--- config.mk ---
export PLATFORM = sky130hd
export DESIGN_NAME = cpu_memory_stage
export DESIGN_NICKNAME = d
export VERILOG_FILES = /design/src/rtl/cpu_memory_stage.sv
export SDC_FILE = /design/constraint.sdc
export NUM_CORES = 1
export LEC_CHECK = 0
export BUFFER_PORTS_ARGS = -buffer_cell sky130_fd_sc_hd__buf_2
export CORE_AREA = 2 2 166 119
export DETAILED_ROUTE_END_ITERATION = 8
export DIE_AREA = 0 0 168 121
export GPL_ROUTABILITY_DRIVEN = 0
export PLACE_DENSITY = 0.86
export SYNTH_ARGS = -nofsm -noshare
export SYNTH_HDL_FRONTEND = slang
export SYNTH_SLANG_ARGS = --single-unit
export TNS_END_PERCENT = 1
--- constraint.sdc ---
create_clock -name i_clock -period 5.1 [get_ports i_clock]
set_input_delay 0.255 -clock i_clock [delete_from_list [all_inputs] [get_ports i_clock]]
set_output_delay 0.255 -clock i_clock [all_outputs]
set_load 0.1 [all_outputs]
--- src/rtl/cpu_memory_stage.sv ---
// Memory pipeline stage: passes ALU results through, runs load/store data-bus accesses,
// and presents a tagged result to writeback with misalignment and bus-timeout faults.
module cpu_memory_stage #(
    parameter int TIMEOUT = 255
) (
    input  logic        i_clock,
    input  logic        i_reset,
    input  logic        i_stall,
    input  logic [7:0]  i_tag,
    input  logic [4:0]  i_inst_rd,
    input  logic [31:0] i_rd,
    input  logic        i_branch,
    input  logic [31:0] i_pc_next,
    input  logic        i_mem_read,
    input  logic        i_mem_write,
    input  logic [31:0] i_mem_address,
    input  logic [1:0]  i_mem_width,
    input  logic        i_mem_signed,
    output logic        o_busy,
    output logic        o_bus_request,
    output logic        o_bus_rw,
    output logic [31:0] o_bus_address,
    output logic [31:0] o_bus_wdata,
    output logic [3:0]  o_bus_wmask,
    input  logic        i_bus_ready,
    input  logic [31:0] i_bus_rdata,
    output logic [7:0]  o_tag,
    output logic [4:0]  o_inst_rd,
    output logic [31:0] o_rd,
    output logic        o_branch,
    output logic [31:0] o_pc_next,
    output logic        o_fault
);

    localparam logic [0:0] S_IDLE = 1'b0;
    localparam logic [0:0] S_BUS  = 1'b1;
    localparam int CW = (TIMEOUT > 1) ? $clog2(TIMEOUT + 1) : 1;

    logic [0:0]  state_q, state_d;
    logic [CW-1:0] tmo_q, tmo_d;
    logic [7:0]  tag_q, tag_d, lat_tag_q, lat_tag_d;
    logic [4:0]  inst_rd_q, inst_rd_d, lat_rd_q, lat_rd_d;
    logic [31:0] rd_q, rd_d, pc_q, pc_d;
    logic        branch_q, branch_d, fault_q, fault_d;
    logic        req_q, req_d, rw_q, rw_d;
    logic [31:0] addr_q, addr_d, wdata_q, wdata_d;
    logic [3:0]  wmask_q, wmask_d;
    logic [1:0]  lat_off_q, lat_off_d, lat_width_q, lat_width_d;
    logic        lat_signed_q, lat_signed_d;

    logic        new_op, is_mem, accept, misaligned;
    logic [1:0]  off;
    logic [31:0] st_data, shifted, ld_data;
    logic [3:0]  st_mask;

    assign off        = i_mem_address[1:0];
    assign new_op     = (i_tag != tag_q);
    assign is_mem     = i_mem_read | i_mem_write;
    assign accept     = (state_q == S_IDLE) && !i_stall && new_op;
    assign o_busy     = (state_q == S_BUS) || ((state_q == S_IDLE) && new_op && is_mem);

    always_comb begin
        misaligned = 1'b0;
        st_data    = i_rd;
        st_mask    = 4'b1111;
        case (i_mem_width)
            2'd0: begin
                st_data = {4{i_rd[7:0]}};
                st_mask = 4'b0001 << off;
            end
            2'd1: begin
                misaligned = off[0];
                st_data    = {2{i_rd[15:0]}};
                st_mask    = 4'b0011 << off;
            end
            default: misaligned = (off != 2'b00);
        endcase
    end

    always_comb begin
        shifted = i_bus_rdata >> {lat_off_q, 3'b000};
        case (lat_width_q)
            2'd0:    ld_data = {{24{lat_signed_q & shifted[7]}}, shifted[7:0]};
            2'd1:    ld_data = {{16{lat_signed_q & shifted[15]}}, shifted[15:0]};
            default: ld_data = shifted;
        endcase
    end

    always_comb begin
        state_d      = state_q;
        tmo_d        = tmo_q;
        tag_d        = tag_q;
        inst_rd_d    = inst_rd_q;
        rd_d         = rd_q;
        pc_d         = pc_q;
        branch_d     = branch_q;
        fault_d      = 1'b0;
        req_d        = req_q;
        rw_d         = rw_q;
        addr_d       = addr_q;
        wdata_d      = wdata_q;
        wmask_d      = wmask_q;
        lat_tag_d    = lat_tag_q;
        lat_rd_d     = lat_rd_q;
        lat_off_d    = lat_off_q;
        lat_width_d  = lat_width_q;
        lat_signed_d = lat_signed_q;

        if (state_q == S_IDLE) begin
            if (accept) begin
                branch_d = i_branch;
                pc_d     = i_pc_next;
                if (!is_mem) begin
                    rd_d      = i_rd;
                    inst_rd_d = i_inst_rd;
                    tag_d     = i_tag;
                end else if (misaligned) begin
                    fault_d   = 1'b1;
                    inst_rd_d = 5'd0;
                    tag_d     = i_tag;
                end else begin
                    // Clear the destination so nothing forwards a stale value while the bus is busy.
                    inst_rd_d    = 5'd0;
                    lat_tag_d    = i_tag;
                    lat_rd_d     = i_inst_rd;
                    lat_off_d    = off;
                    lat_width_d  = i_mem_width;
                    lat_signed_d = i_mem_signed;
                    req_d        = 1'b1;
                    rw_d         = i_mem_write;
                    addr_d       = {i_mem_address[31:2], 2'b00};
                    wdata_d      = i_mem_write ? st_data : 32'd0;
                    wmask_d      = i_mem_write ? st_mask : 4'b0000;
                    tmo_d        = '0;
                    state_d      = S_BUS;
                end
            end
        end else begin
            if (i_bus_ready) begin
                req_d     = 1'b0;
                tag_d     = lat_tag_q;
                state_d   = S_IDLE;
                if (rw_q) begin
                    inst_rd_d = 5'd0;
                end else begin
                    rd_d      = ld_data;
                    inst_rd_d = lat_rd_q;
                end
            end else if ((TIMEOUT != 0) && (tmo_q == CW'(TIMEOUT - 1))) begin
                req_d     = 1'b0;
                fault_d   = 1'b1;
                inst_rd_d = 5'd0;
                tag_d     = lat_tag_q;
                state_d   = S_IDLE;
            end else if (TIMEOUT != 0) begin
                tmo_d = tmo_q + CW'(1);
            end
        end
    end

    always_ff @(posedge i_clock or posedge i_reset) begin
        if (i_reset) begin
            state_q      <= S_IDLE;
            tmo_q        <= '0;
            tag_q        <= 8'd0;
            inst_rd_q    <= 5'd0;
            rd_q         <= 32'd0;
            pc_q         <= 32'd0;
            branch_q     <= 1'b0;
            fault_q      <= 1'b0;
            req_q        <= 1'b0;
            rw_q         <= 1'b0;
            addr_q       <= 32'd0;
            wdata_q      <= 32'd0;
            wmask_q      <= 4'd0;
            lat_tag_q    <= 8'd0;
            lat_rd_q     <= 5'd0;
            lat_off_q    <= 2'd0;
            lat_width_q  <= 2'd0;
            lat_signed_q <= 1'b0;
        end else begin
            state_q      <= state_d;
            tmo_q        <= tmo_d;
            tag_q        <= tag_d;
            inst_rd_q    <= inst_rd_d;
            rd_q         <= rd_d;
            pc_q         <= pc_d;
            branch_q     <= branch_d;
            fault_q      <= fault_d;
            req_q        <= req_d;
            rw_q         <= rw_d;
            addr_q       <= addr_d;
            wdata_q      <= wdata_d;
            wmask_q      <= wmask_d;
            lat_tag_q    <= lat_tag_d;
            lat_rd_q     <= lat_rd_d;
            lat_off_q    <= lat_off_d;
            lat_width_q  <= lat_width_d;
            lat_signed_q <= lat_signed_d;
        end
    end

    assign o_tag         = tag_q;
    assign o_inst_rd     = inst_rd_q;
    assign o_rd          = rd_q;
    assign o_branch      = branch_q;
    assign o_pc_next     = pc_q;
    assign o_fault       = fault_q;
    assign o_bus_request = req_q;
    assign o_bus_rw      = rw_q;
    assign o_bus_address = addr_q;
    assign o_bus_wdata   = wdata_q;
    assign o_bus_wmask   = wmask_q;

endmodule

* Word-level counts from Yosys, hierarchy flattened *
Cells that the tools add are included.

storage, ports and cells
  bits in registers = 174
  input port bits = 151
  output and inout port bits = 150

cells by class
  add/sub/neg operators = 1
  equality and inequality tests = 12
  shifts and indexed selects = 3
  multiplexer cells = 47
  bitwise gates (word level) = 5
  reduce and logical (&&, ||, !) cells = 18

operators with widths
  kind                                              number
  2-to-1 mux 32 bit                                 6
  case mux 32 bit (2 select lines)                  2
  2-to-1 mux 8 bit                                  12
  right shift 32 x 5 -> 32 bit                      1
  2-to-1 mux 5 bit                                  6
  2-to-1 mux 1 bit                                  18
  != test 2 bit (second input constant)             6
  AND reduction 4 bit                               3
  adder 8 x 1 -> 8 bit (second input constant)      1
  == test 8 bit (second input constant)             1
  != test 8 bit                                     1
  case mux 4 bit (2 select lines)                   1
  != test 3 x 2 -> 1 bit (second input constant)    2
  nonzero test 2 bit                                3
  AND reduction 5 bit                               1
  == test 2 x 1 -> 1 bit (second input constant)    2
  logical AND 1 bit                                 4
  zero test 2 bit                                   2
  2-to-1 mux 4 bit                                  1
  AND reduction 2 bit                               2
  left shift 1 x 2 -> 4 bit (first input constant)  1
  left shift 2 x 2 -> 4 bit (first input constant)  1
  AND reduction 3 bit                               1
  AND 1 bit                                         2
  other kinds (5)                                   6

* Logic depth before layout (Yosys ltp) *
  depth after elaboration = 6
  gate-level depth with buffers = 8

* Worst setup path after synthesis *
No wires, ideal clock.

  path kind = register to output
  start = register tag_q[7], in the netlist o_tag[7]
  end = output port o_busy
  data arrival time = 3.499 ns
  data required time = 4.845 ns
  setup slack = 1.346 ns
  cell stages (with the launch flop) = 5
  cells stage by stage = dfrtp_1 > xnor2_1 > nand4_1 > nor2_1 > o21ai_0

on the way
  longest elaborated chain between the ends = 4

ends and longest elaborated chain
  element                         line  source
  start: declaration              41    logic [7:0] tag_q, tag_d, lat_tag_q, lat_tag_d;
  start signal: assignment        184   tag_q <= tag_d;
  != test 8 bit                   57    assign new_op = (i_tag != tag_q);
  logical AND 1 bit (2 in a row)  60    assign o_busy = (state_q == S_BUS) || ((state_q == S_IDLE) && new_op && is_mem);
  logical OR 1 bit                60
  end: declaration                19    output logic o_busy,

Every way passes these cells.

* Final worst setup path *
  start = register state_q
  end = register addr_q[3], in the netlist o_bus_address[3]

on the way
  longest elaborated chain between the ends = 4

ends and longest elaborated chain
  element                            line  source
  start: declaration                 39    logic [0:0] state_q, state_d;
  start signal: assignment           182   state_q <= state_d;
  NOT 1 bit (no line) (*)            --
  logical AND 1 bit (2 in a row)     59    assign accept = (state_q == S_IDLE) && !i_stall && new_op;
  AND reduction 4 bit (no line) (*)  --
  end signal: assignment             192   addr_q <= addr_d;
  end: declaration                   46    logic [31:0] addr_q, addr_d, wdata_q, wdata_d;

Mark *: on every way between the ends. The rest lies on a longest branch, timed or not.
A chain may end at the register's enable or synchronous reset.

==> impl_metrics.toml <==
[outcome]
status = "finished clean"

[timing]
rsz0062_at_grt = "false"
clock_skew_ns = 0.0126
final.min_clock_period_ns = 3.22
slew-limit-headroom = 0.299
fin_crit_sh = 0.630
finalMaxSlewViolations = 0
max_freq_ghz = 0.311
finalHoldViolCount = 0
tightest_slew_ns = 1.05
fin_ws_ns = 1.88
finalSetupTns_ns = 0
setup_viol = 0

[clock_tree]
post_cts_buffers = 0
cts.sinks = 174
clockBufferDepth = 2
path_clk_slew_ns = 0.07
numCtsBuffers = 17
clk_latency_ns = 0.43
tritoncts = "built"
cts_max_level = 4
root_buffer = "clkbuf_16"
cts_resized = 0
hold_buffers = 1

[min_path]
whs_path_depth = 2
min_to = "o_bus_address[8]$_DFFE_PP0P_"
worstHoldStart = "i_mem_address[8]"
hold_class = "in2reg"

[detailed_routing]
via_per_inst = 5.32
drtPass1Iterations = 5
wirelength_mm = 23.0
vias = 6733
drtAntennaViolNets = 0
drtIter0Drc = 597
wl_per_cell_um = 18.2
route.detailed.drc = 0

[grt]
busiest_layer = "met2"
grt_pass1_wl_mm = 35.3
grt_util_met2 = 0.331
gr-total-overflow = 0
grt_pass1_vias = 6507
antenna_found_initial = 2
grtUsageTotal = 0.224
grt_max_degree = 103
grtUsageMet1 = 0.303
use_met3 = 0.0917

[setup_path]
crit_path_start_kind = "flop"
timing.rr.end = "o_bus_address[3]$_DFFE_PP0P_"
reg2reg_slack_ns = 1.88
endpoint_kind = "flop"
reg2reg_from = "state_q$_DFF_PP0_"
path_max_fanout = 69
required_ns = 5.41
rr_worst_depth = 6
arrival_ns = 3.52
criticalPathCategory = "reg2reg"

[finish]
nets = 1162
final-seq-area_mm2 = 0.00435
area_growth_pct = 26.7
layout-drive-gt1-share = 0.430
final.fill_count = 1552
multi_input_area_mm2 = 0.00368

[logic_synthesis]
synth_top_area_frac = 0.521
synth.distinct_cells = 47
synth_seq_cells = 174
ys_top_cells_by_area = "dfrtp_1 52%, mux2_2 13%, mux2_1 6.9%"
yosysMostFrequentCell = "dfrtp_1"
seq_area_frac_synth = 0.521
netlist_area_mm2 = 0.00835
synth_common_cells = "174 x dfrtp_1, 98 x nand2_1, 93 x mux2_2"
syn_inst = 728
yosys_warnings = 0
ys.flop_type = "dfrtp_1"
synth-edff-count = 0
synth_top_cell_by_area = "dfrtp_1"
syn_area_per_cell_um2 = 11.5
async_flop_share = 1.00

[place]
post-dp-hpwl_mm = 17.3
pre_cts_ws_ns = 1.94
port_buffers = 298

[floorplan]
core_mm2 = 0.0187
dieArea_mm2 = 0.0203
die_h_um = 121
std_cell_rows = 42
fp.dieW_um = 168
ios = 301
initial_core_util = 0.448

[job]
drv_cap = 0
## state kept, by name, indices dropped and copies added (netlist names), 2 cells and up
name	cells
tmo_q	8
lat_tag_q	8
o_rd	32
lat_rd_q	5
o_pc_next	32
o_bus_wmask	4
lat_off_q	2
o_bus_wdata	32
o_tag	8
lat_width_q	2
o_bus_address	30
o_inst_rd	5
## placed cells by master, fill, tap and decap left out, drive strengths merged, types with 4 or more instances in the layout
cell type	instances
buf	304
dfrtp	174
mux2	144
nand2	98
o21ai	67
mux2i	42
nor2	33
inv	30
clkbuf	17
o22ai	16
a21oi	12
a221oi	9
xnor2	8
and2	8
o2bb2ai	8
clkinv	7
a22o	6
a31oi	4
## kinds of logic (layout without fill, tap and decap cells)
logic type	count (synthesis)	after routing	share of synthesized area
xor+xnor	8	8	0.00839
fa+ha+maj	2	2	0.00300
simple gates	156	156	0.0779
compound gates	133	133	0.101
flops	174	174	0.521
other cells	1	3	0.000449
mux	187	187	0.247
buf+inv	67	360	0.0403
## cell type report
type	instances	share of cell area
clock inverters	15	0.0164
flip-flops and latches	174	0.411
inverters	23	0.00863
repair buffers	305	0.147
clock buffers	17	0.0402
diodes	1	0.000236
well taps	242	0.0286
multi-input cells	488	0.347
## worst max path at each step
stage               cells past startpoint              start  slack, ns                            end
finish                                  6  state_q$_DFF_PP0_       1.88   o_bus_address[3]$_DFFE_PP0P_
global route                            6  state_q$_DFF_PP0_       1.66   o_bus_address[6]$_DFFE_PP0P_
CTS                                     6  state_q$_DFF_PP0_       1.92  o_bus_address[12]$_DFFE_PP0P_
detailed placement                      6  state_q$_DFF_PP0_       1.94   o_bus_address[3]$_DFFE_PP0P_
global placement                        6  state_q$_DFF_PP0_       2.00   o_bus_address[3]$_DFFE_PP0P_
floorplan                               1            i_reset       0.13       lat_off_q[0]$_DFFE_PP0P_
## per-stage QoR
step	cell area, µm²	util	hold slack [ns]	std cells
finish	10600	0.567	0.0406	1265
detailed placement	9970	0.535	0.408	1231
global route	10600	0.567	0.0194	1264
floorplan	8360	-	0.387	729
CTS	10600	0.567	0.0193	1264
global placement	9970	0.535	0.399	1231
## worst max-delay path, stage by stage, from the launching register on
cell and delay (ns):
dfrtp_1 0.32, buf_4 0.37, inv_1 0.52, o2111ai_4 0.23
buf_4 0.50, buf_4 0.65, mux2_2 0.41
## routing by layer
metal	up-vias	share of wire
li1	3138	-
met1	3200	0.44
met4	0	0.017
met5	-	0
met3	33	0.11
met2	362	0.43
Power is left out: the tool's default activity adds up to more than one toggle a clock period on the data nets, which glitch-free logic cannot reach.
